## src/rtl/axi_rd_budget_tracker.sv

```systemverilog
// Read-path latency guard: tracks outstanding AXI reads per ID against prescaled tick budgets,
// watches AR-channel stalls, and keeps a sticky first-error record plus a saturating error count.
module axi_rd_budget_tracker #(
    parameter int IdWidth      = 6,
    parameter int NumSlots     = 8,
    parameter int CntWidth     = 10,
    parameter int PrescalerDiv = 16,
    parameter int ErrCntWidth  = 8
) (
    input  logic                   clk_i,
    input  logic                   rst_i,
    input  logic                   enable_i,
    input  logic [CntWidth-1:0]    cfg_ar_budget_i,
    input  logic [CntWidth-1:0]    cfg_r_base_i,
    input  logic [CntWidth-1:0]    cfg_r_unit_i,
    input  logic                   ar_valid_i,
    input  logic                   ar_ready_i,
    input  logic [IdWidth-1:0]     ar_id_i,
    input  logic [7:0]             ar_len_i,
    input  logic                   r_valid_i,
    input  logic                   r_ready_i,
    input  logic                   r_last_i,
    input  logic [IdWidth-1:0]     r_id_i,
    output logic                   ar_stall_o,
    output logic                   busy_o,
    output logic                   timeout_o,
    output logic [IdWidth-1:0]     err_id_o,
    output logic [1:0]             err_kind_o,
    output logic [ErrCntWidth-1:0] err_cnt_o,
    input  logic                   err_clear_i
);

    localparam int PresW = (PrescalerDiv > 1) ? $clog2(PrescalerDiv) : 1;
    localparam int SlotW = $clog2(NumSlots);
    localparam int BudW  = CntWidth + 9;

    typedef enum logic [1:0] {
        ERR_AR_TIMEOUT = 2'd0,
        ERR_R_TIMEOUT  = 2'd1,
        ERR_UNEXP_R    = 2'd2,
        ERR_OVERFLOW   = 2'd3
    } err_kind_e;

    logic [PresW-1:0]       presc_q, presc_d;
    logic [CntWidth-1:0]    ar_cnt_q, ar_cnt_d;
    logic [NumSlots-1:0]    act_q, act_d;
    logic [IdWidth-1:0]     slot_id_q  [NumSlots];
    logic [IdWidth-1:0]     slot_id_d  [NumSlots];
    logic [CntWidth-1:0]    slot_cnt_q [NumSlots];
    logic [CntWidth-1:0]    slot_cnt_d [NumSlots];
    logic                   timeout_q, timeout_d;
    logic [IdWidth-1:0]     err_id_q, err_id_d;
    err_kind_e              err_kind_q, err_kind_d;
    logic [ErrCntWidth-1:0] err_cnt_q, err_cnt_d;

    logic                tick;
    logic                ar_hs, r_hs;
    logic [NumSlots-1:0] ar_hit, r_hit, r_to;
    logic                alloc, ovf_err, unexp_err, ar_to, any_err;
    logic [SlotW-1:0]    free_idx, to_idx;
    logic [BudW-1:0]     budget_wide;
    logic [CntWidth-1:0] budget;
    logic [IdWidth-1:0]  new_id;
    err_kind_e           new_kind;

    assign tick    = (presc_q == PresW'(PrescalerDiv - 1));
    assign presc_d = tick ? '0 : presc_q + 1'b1;

    assign ar_hs = ar_valid_i & ar_ready_i;
    assign r_hs  = r_valid_i & r_ready_i;

    always_comb begin
        for (int i = 0; i < NumSlots; i++) begin
            ar_hit[i] = act_q[i] & (slot_id_q[i] == ar_id_i);
            r_hit[i]  = act_q[i] & (slot_id_q[i] == r_id_i);
        end
    end

    assign ar_stall_o = enable_i & ar_valid_i & ((&act_q) | (|ar_hit));
    assign alloc      = enable_i & ar_hs & ~ar_stall_o;
    assign ovf_err    = enable_i & ar_hs & ar_stall_o;
    assign unexp_err  = enable_i & r_hs & ~(|r_hit);

    always_comb begin
        free_idx = '0;
        for (int i = NumSlots - 1; i >= 0; i--) begin
            if (!act_q[i]) free_idx = SlotW'(i);
        end
    end

    // Wide enough that 256 beats of the largest unit plus base cannot wrap before saturation.
    assign budget_wide = BudW'(cfg_r_base_i)
                       + BudW'({1'b0, ar_len_i} + 9'd1) * BudW'(cfg_r_unit_i);
    assign budget      = (budget_wide > BudW'({CntWidth{1'b1}})) ? '1 : budget_wide[CntWidth-1:0];

    // A final beat arriving on the expiry tick completes the read rather than timing it out.
    always_comb begin
        act_d = act_q;
        r_to  = '0;
        for (int i = 0; i < NumSlots; i++) begin
            slot_id_d[i]  = slot_id_q[i];
            slot_cnt_d[i] = slot_cnt_q[i];
            if (act_q[i]) begin
                if (r_hs && r_last_i && r_hit[i]) begin
                    act_d[i] = 1'b0;
                end else if (tick) begin
                    if (slot_cnt_q[i] == '0) begin
                        r_to[i]  = 1'b1;
                        act_d[i] = 1'b0;
                    end else begin
                        slot_cnt_d[i] = slot_cnt_q[i] - 1'b1;
                    end
                end
            end
        end
        if (alloc) begin
            act_d[free_idx]      = 1'b1;
            slot_id_d[free_idx]  = ar_id_i;
            slot_cnt_d[free_idx] = budget;
        end
        if (!enable_i) begin
            act_d = '0;
            r_to  = '0;
        end
    end

    always_comb begin
        to_idx = '0;
        for (int i = NumSlots - 1; i >= 0; i--) begin
            if (r_to[i]) to_idx = SlotW'(i);
        end
    end

    always_comb begin
        ar_to    = 1'b0;
        ar_cnt_d = ar_cnt_q;
        if (!enable_i || !ar_valid_i || ar_hs) begin
            ar_cnt_d = cfg_ar_budget_i;
        end else if (tick) begin
            if (ar_cnt_q == '0) begin
                ar_to    = 1'b1;
                ar_cnt_d = cfg_ar_budget_i;
            end else begin
                ar_cnt_d = ar_cnt_q - 1'b1;
            end
        end
    end

    assign any_err = ovf_err | unexp_err | ar_to | (|r_to);

    always_comb begin
        new_kind = ERR_R_TIMEOUT;
        new_id   = slot_id_q[to_idx];
        if (ovf_err) begin
            new_kind = ERR_OVERFLOW;
            new_id   = ar_id_i;
        end else if (unexp_err) begin
            new_kind = ERR_UNEXP_R;
            new_id   = r_id_i;
        end else if (ar_to) begin
            new_kind = ERR_AR_TIMEOUT;
            new_id   = ar_id_i;
        end
    end

    always_comb begin
        timeout_d  = timeout_q;
        err_id_d   = err_id_q;
        err_kind_d = err_kind_q;
        err_cnt_d  = err_cnt_q;
        if (err_clear_i) begin
            timeout_d  = any_err;
            err_id_d   = any_err ? new_id : '0;
            err_kind_d = any_err ? new_kind : ERR_AR_TIMEOUT;
            err_cnt_d  = any_err ? ErrCntWidth'(1) : '0;
        end else if (any_err) begin
            if (!(&err_cnt_q)) err_cnt_d = err_cnt_q + 1'b1;
            if (!timeout_q) begin
                timeout_d  = 1'b1;
                err_id_d   = new_id;
                err_kind_d = new_kind;
            end
        end
    end

    always_ff @(posedge clk_i) begin
        if (rst_i) begin
            presc_q    <= '0;
            ar_cnt_q   <= '0;
            act_q      <= '0;
            timeout_q  <= 1'b0;
            err_id_q   <= '0;
            err_kind_q <= ERR_AR_TIMEOUT;
            err_cnt_q  <= '0;
            for (int i = 0; i < NumSlots; i++) begin
                slot_id_q[i]  <= '0;
                slot_cnt_q[i] <= '0;
            end
        end else begin
            presc_q    <= presc_d;
            ar_cnt_q   <= ar_cnt_d;
            act_q      <= act_d;
            timeout_q  <= timeout_d;
            err_id_q   <= err_id_d;
            err_kind_q <= err_kind_d;
            err_cnt_q  <= err_cnt_d;
            for (int i = 0; i < NumSlots; i++) begin
                slot_id_q[i]  <= slot_id_d[i];
                slot_cnt_q[i] <= slot_cnt_d[i];
            end
        end
    end

    assign busy_o     = |act_q;
    assign timeout_o  = timeout_q;
    assign err_id_o   = err_id_q;
    assign err_kind_o = err_kind_q;
    assign err_cnt_o  = err_cnt_q;

endmodule

```

## config.mk

```make
export PLATFORM = sky130hd
export DESIGN_NAME = axi_rd_budget_tracker
export DESIGN_NICKNAME = d
export VERILOG_FILES = /design/src/rtl/axi_rd_budget_tracker.sv
export SDC_FILE = /design/constraint.sdc
export NUM_CORES = 1
export LEC_CHECK = 0
export ABC_AREA = 0
export ABC_CLOCK_PERIOD_IN_PS = 7250
export BUFFER_PORTS_ARGS = -buffer_cell sky130_fd_sc_hd__buf_2
export CAP_MARGIN = 40
export CORE_ASPECT_RATIO = 0.8
export CORE_UTILIZATION = 40
export CTS_BUF_LIST = sky130_fd_sc_hd__clkbuf_8
export CTS_CLUSTER_DIAMETER = 200
export DETAILED_ROUTE_END_ITERATION = 16
export GPL_TIMING_DRIVEN = 0
export HOLD_SLACK_MARGIN = 0.15
export MAX_ROUTING_LAYER = met4
export PLACE_DENSITY_LB_ADDON = 0.08
export SYNTH_ARGS = -nofsm -noshare
export SYNTH_HDL_FRONTEND = slang
export SYNTH_SLANG_ARGS = --single-unit
```

## constraint.sdc

```tcl
create_clock -name clk_i -period 7.25 [get_ports clk_i]
set_input_delay 1.45 -clock clk_i [delete_from_list [all_inputs] [get_ports clk_i]]
set_output_delay 1.45 -clock clk_i [all_outputs]
set_load 0.02 [all_outputs]
```

# Word-level counts from Yosys, hierarchy flattened

Memories as Yosys holds them, arrays and structs flattened.
Cells that the tools add are included.

Add/subtract/negate cells: 13
$mul: 1
Div/mod/pow operators: 0
Magnitude comparators: 5
Equality and inequality tests: 19
Shift-type cells: 0
Muxes and demuxes: 170
Bitwise logic cells: 50
Reductions and logical operators: 36

Operator list:

| kind                  | count |
|---|---|
| $mux 10               | 45 |
| $eq 6x6->1            | 16 |
| $mux 6                | 16 |
| $logic_not 10->1      | 9 |
| $sub 10x1->10 const B | 9 |
| $bwmux 80             | 1 |
| $mux 80               | 1 |
| $mux 1                | 75 |
| $bwmux 48             | 1 |
| $mux 3                | 16 |
| $mux 48               | 1 |
| $mux 8                | 5 |
| $reduce_or 8->1       | 4 |
| $demux 10 s3          | 1 |
| $and 1x1->1           | 25 |
| $or 1x1->1            | 20 |
| $add 10x19->19        | 1 |
| $gt 19x10->1 const B  | 1 |
| $mul 9x10->19         | 1 |
| $demux 6 s3           | 1 |
| $reduce_and 8->1      | 2 |
| $mux 2                | 6 |
| $logic_and 1x1->1     | 11 |
| $add 8x1->9 const B   | 1 |
| other kinds (17)      | 25 |

Register bits: 39
Bits in latches: 0
RAM bits: 128
Bits in read-only memories: 0
Memories: 2

Memory list:

| memory     | depth | width | rd ports | clocked after memory_dff | write ports | RTL line | RTL |
|---|---|---|---|---|---|---|---|
| slot_cnt_q | 8     | 10    | 8        | 0                        | 8           | 49       | `logic [CntWidth-1:0] slot_cnt_q [NumSlots];` |
| slot_id_q  | 8     | 6     | 9        | 0                        | 8           | 47       | `logic [IdWidth-1:0] slot_id_q [NumSlots];` |

# Longest topological paths before layout

An unclocked memory read counts as a cell.

Depth after elaboration: 22
Depth in mapped cells: 29

# Worst setup path after synthesis

No wires, ideal clock.

Path type: input-to-reg
From: in ar_len_i[0]
To: mem slot_cnt_q[7][4], in the netlist slot_cnt_q[1][34]
Arrival: 7.289 ns
Setup slack: -0.181 ns
Cell stages on the path: 25
Cells stage by stage: ha_1 -> nand3_1 -> nor2_1 -> xor2_1 -> and2_1 -> fa_1 -> fa_1 -> fa_1 -> fa_1 -> inv_1 -> fa_1 -> inv_1 -> ha_1 -> nand2_1 -> nand2_1 -> a2111o_1 -> nor2_1 -> o21ai_0 -> xor2_1 -> or3_1 -> buf_2 -> nor2_2 -> buf_2 -> buf_4 -> a311oi_1

RTL lines:

| element         | RTL line | RTL |
|---|---|---|
| start, declared | 19       | `input logic [7:0] ar_len_i,` |
| end, declared   | 49       |  |

==> results.tsv <==
metric	value	unit
outcome	completed	
hold_path.class	reg -> reg	
routed_wirelength	44660	um
synth_edf_count	0	
grt_max_degree	17	
drc_errors	0	
worst-path-max-fanout	7	
ant_nets	0	
pwr-share-comb	57.6	%
synthTopCellsByArea	dfxtp_1 24%, fa_1 9.0%, xor2_1 6.7%	
pre_cts_ws	-0.8589	ns
synth_flop_cell	dfxtp_1	
fin_nets	1956	
wl_met2	18530	um
vias	12490	
boundaryPins	78	
io_buffers	62	
yosysSeqAreaShare	23.93	%
p_leak	0.006458	uW
diodes	0	
fin_crit_sh	97.30	%
synthXorXnorAreaFrac	11.03	%
avgSynthCellArea	8.395	um^2
power.share.switching	46.15	%
clk_pin_slew	0.10	ns
synth_fp_nets	1852	
power_density	259.4	nW/um^2
p_switching	1901	uW
die_h	169.2	um
tns	0	ns
highest_layer	met4	
worstPathRequired	7.61	ns
grt_pass1_wl	69380	um
drive_above_1_share	13.25	%
overflow	0	
yosys.area.top_type	dfxtp_1	
max_cap_violations	0	
hold_buffers	0	
root_buffer	clkbuf_8	
vdd_drop_max	221.2	uV
syn_area	13970	um^2
clock_sinks	167	
worstPathArrival	7.41	ns
power_frac_seq	22.8	%
placedCellCount	2204	
yosysMostFrequentCell	nor2_1	
async_flop_share	0	%
maxSlewHeadroom	29.09	%
yosys.area_share.simple	23.38	%
clock_latency	0.51	ns
drt_iter0_markers	1027	
dp.final_hpwl	34090	um
synthAdderAreaFrac	14.94	%
start_util	41.08	%
critPathKind	in -> reg	
fin_skew	0.01934	ns
hold_violations	0	
area_growth	13.67	%
synthMuxAreaShare	5.329	%
holdWs	0.4929	ns
worstSetupStartpointType	input port	
grt_usage	25.96	%
cts.htree.levels	4	
fin_cells	2246	
finalMaxSlewViolations	0	
finalPower	4119	uW
wl_per_cell	19.88	um
fill_cells	3400	
layout_setup_ws	0.1957	ns
synth_compound_gate_area_share	15.11	%
numCtsBuffers	17	
first_pass_iters	7	
finalCriticalPeriod	7.054	ns
synth_top_family_by_area	simple AND/OR/NAND/NOR gates	
gp_congestion	0.9208	
grt_pass1_vias	11900	
via_per_inst	5.559	
cts_tree	done	
die-area	35680	um^2
die_x	210.9	um
p_clk_share	19.6	%
setup_violations	0	
clockBufferDepth	2	
drt-met1-wl	22450	um
coreArea	34010	um^2
dr_wl_met3	3088	um
rows	60	
fmax	141.8	MHz
tightest_slew	1.054	ns
endpoint_kind	register	
antenna_found_initial	0	
synth_top_area_share	23.93	%
ys_types	91	
netlist_top_cells_count	204 x nor2_1, 167 x dfxtp_1, 116 x inv_1, 116 x nand2_1, 107 x xor2_1	
internal-power	2218	uW
ys_ff_latch	167	
synth_cells	1664	
synth_warnings	0	
## logic make-up (layout without fill, tap and decap cells)
kind of cell             after synthesis  after routing
AND/OR/NAND/NOR                      638            638
AO/OA/AOI/OAI                        273            273
buffers and inverters                207            324
XOR/XNOR                             176            176
flip-flops                           167            167
adder cells (fa/ha/maj)              129            129
multiplexers                          74             74
## state kept, by name, summed over array words and instances, names as in the netlist
name / cells
slot_id_q: 48
act_q: 8
err_id_o: 6
err_cnt_o: 8
timeout_o: 1
slot_cnt_q: 80
err_kind_o: 2
presc_q: 4
ar_cnt_q: 10
## power groups by stage
stage / logic (uW) / clock network [uW] / registers, uW
global route: 2570 / 859 / 943
detailed placement: 2100 / 0 / 961
CTS: 2130 / 823 / 940
finish: 2370 / 808 / 941
global placement: 2000 / 0 / 961
floorplan: 1330 / 0 / 960
## routing by layer
metal	up-vias	GRT usage (%)
li1	6043	-
met1	6055	37.82
met2	347	36.30
met3	40	5.477
met4	0	5.734
met5	-	-
## critical path: stages
cell and delay [ns]:
buf_2 0.13, ha_4 0.18, nand3_4 0.12, nor2_4 0.06, and3_1 0.18, buf_6 0.12
and2_4 0.15, fa_1 0.49, fa_1 0.56, fa_1 0.44, fa_1 0.54, inv_1 0.05
fa_1 0.50, inv_1 0.06, ha_4 0.26, nand2_1 0.06, nand2_1 0.06, a2111o_1 0.41
o21ai_2 0.15, xor2_1 0.17, nand4_1 0.12, or3_1 0.40, buf_6 0.16, nor2_4 0.15
buf_8 0.17, clkbuf_16 0.15, a311oi_1 0.09
## repair_timing
item | CTS | global route
gates resized for setup | 13 | 40
buffers inserted | 4 | 5
setup endpoints to repair | 71 | 80
gates cloned | 0 | 2
pin swaps | 2 | 13
## area by class of cell
type,count,area [um^2],share of cell area [%]
clock inverters,14,210.2,1.324
flip-flops and latches,167,3343,21.05
plain buffers,90,488.0,3.073
repair buffers,86,553.0,3.483
multi-input cells,1290,10020,63.10
clock buffers,18,247.7,1.560
well taps,465,581.8,3.664
inverters,116,435.4,2.742
## layout by cell type, fill, tap and decap left out, types with 6 or more instances in the layout
| cell type | n |
|---|---|
| nor2_1 | 202 |
| dfxtp_1 | 167 |
| nand2_1 | 116 |
| inv_1 | 116 |
| xor2_1 | 105 |
| buf_2 | 86 |
| mux2i_1 | 71 |
| xnor2_1 | 65 |
| fa_1 | 63 |
| ha_1 | 60 |
| a311oi_1 | 55 |
| nor3_1 | 48 |
| clkbuf_1 | 46 |
| nand3_1 | 43 |
| and2_1 | 41 |
| nor4_1 | 35 |
| a211oi_1 | 35 |
| a21oi_1 | 32 |
| o21ai_0 | 30 |
| nand2b_1 | 21 |
| buf_4 | 20 |
| nand4_1 | 20 |
| or3_1 | 19 |
| clkbuf_8 | 18 |
| nor2b_1 | 17 |
| a31oi_1 | 17 |
| buf_6 | 11 |
| a22oi_1 | 10 |
| o21bai_1 | 9 |
| a211o_1 | 8 |
| and3_1 | 7 |
| or2_2 | 7 |
| nor4b_1 | 7 |
| o211ai_1 | 6 |
| or4_1 | 6 |
| nor3b_1 | 6 |
| o211a_1 | 6 |
| o21a_1 | 6 |
## metrics by stage
| stage | utilization [%] | instance area, um^2 |
|---|---|---|
| after floorplan | - | 14000 |
| final | 46.69 | 15880 |
| after global routing | 46.69 | 15880 |
| after global placement | 43.80 | 14890 |
| after CTS | 45.74 | 15550 |
| after detailed placement | 44.12 | 15010 |
## final timing paths
kind	startpoint	to	slack [ns]	depth (start not counted)
worst min-delay path	ar_cnt_q[1]$_SDFFE_PP0P_	ar_cnt_q[1]$_SDFFE_PP0P_	0.49	2
worst max-delay path	ar_len_i[1]	slot_cnt_q[1][7]$_SDFF_PP0_	0.20	27
worst min register to register	ar_cnt_q[1]$_SDFFE_PP0P_	ar_cnt_q[1]$_SDFFE_PP0P_	0.49	2
worst max register to register	presc_q[0]$_SDFF_PP0_	err_id_o[2]$_SDFFE_PP0P_	3.29	11
No activity file was read; power rests on OpenSTA's default activity.
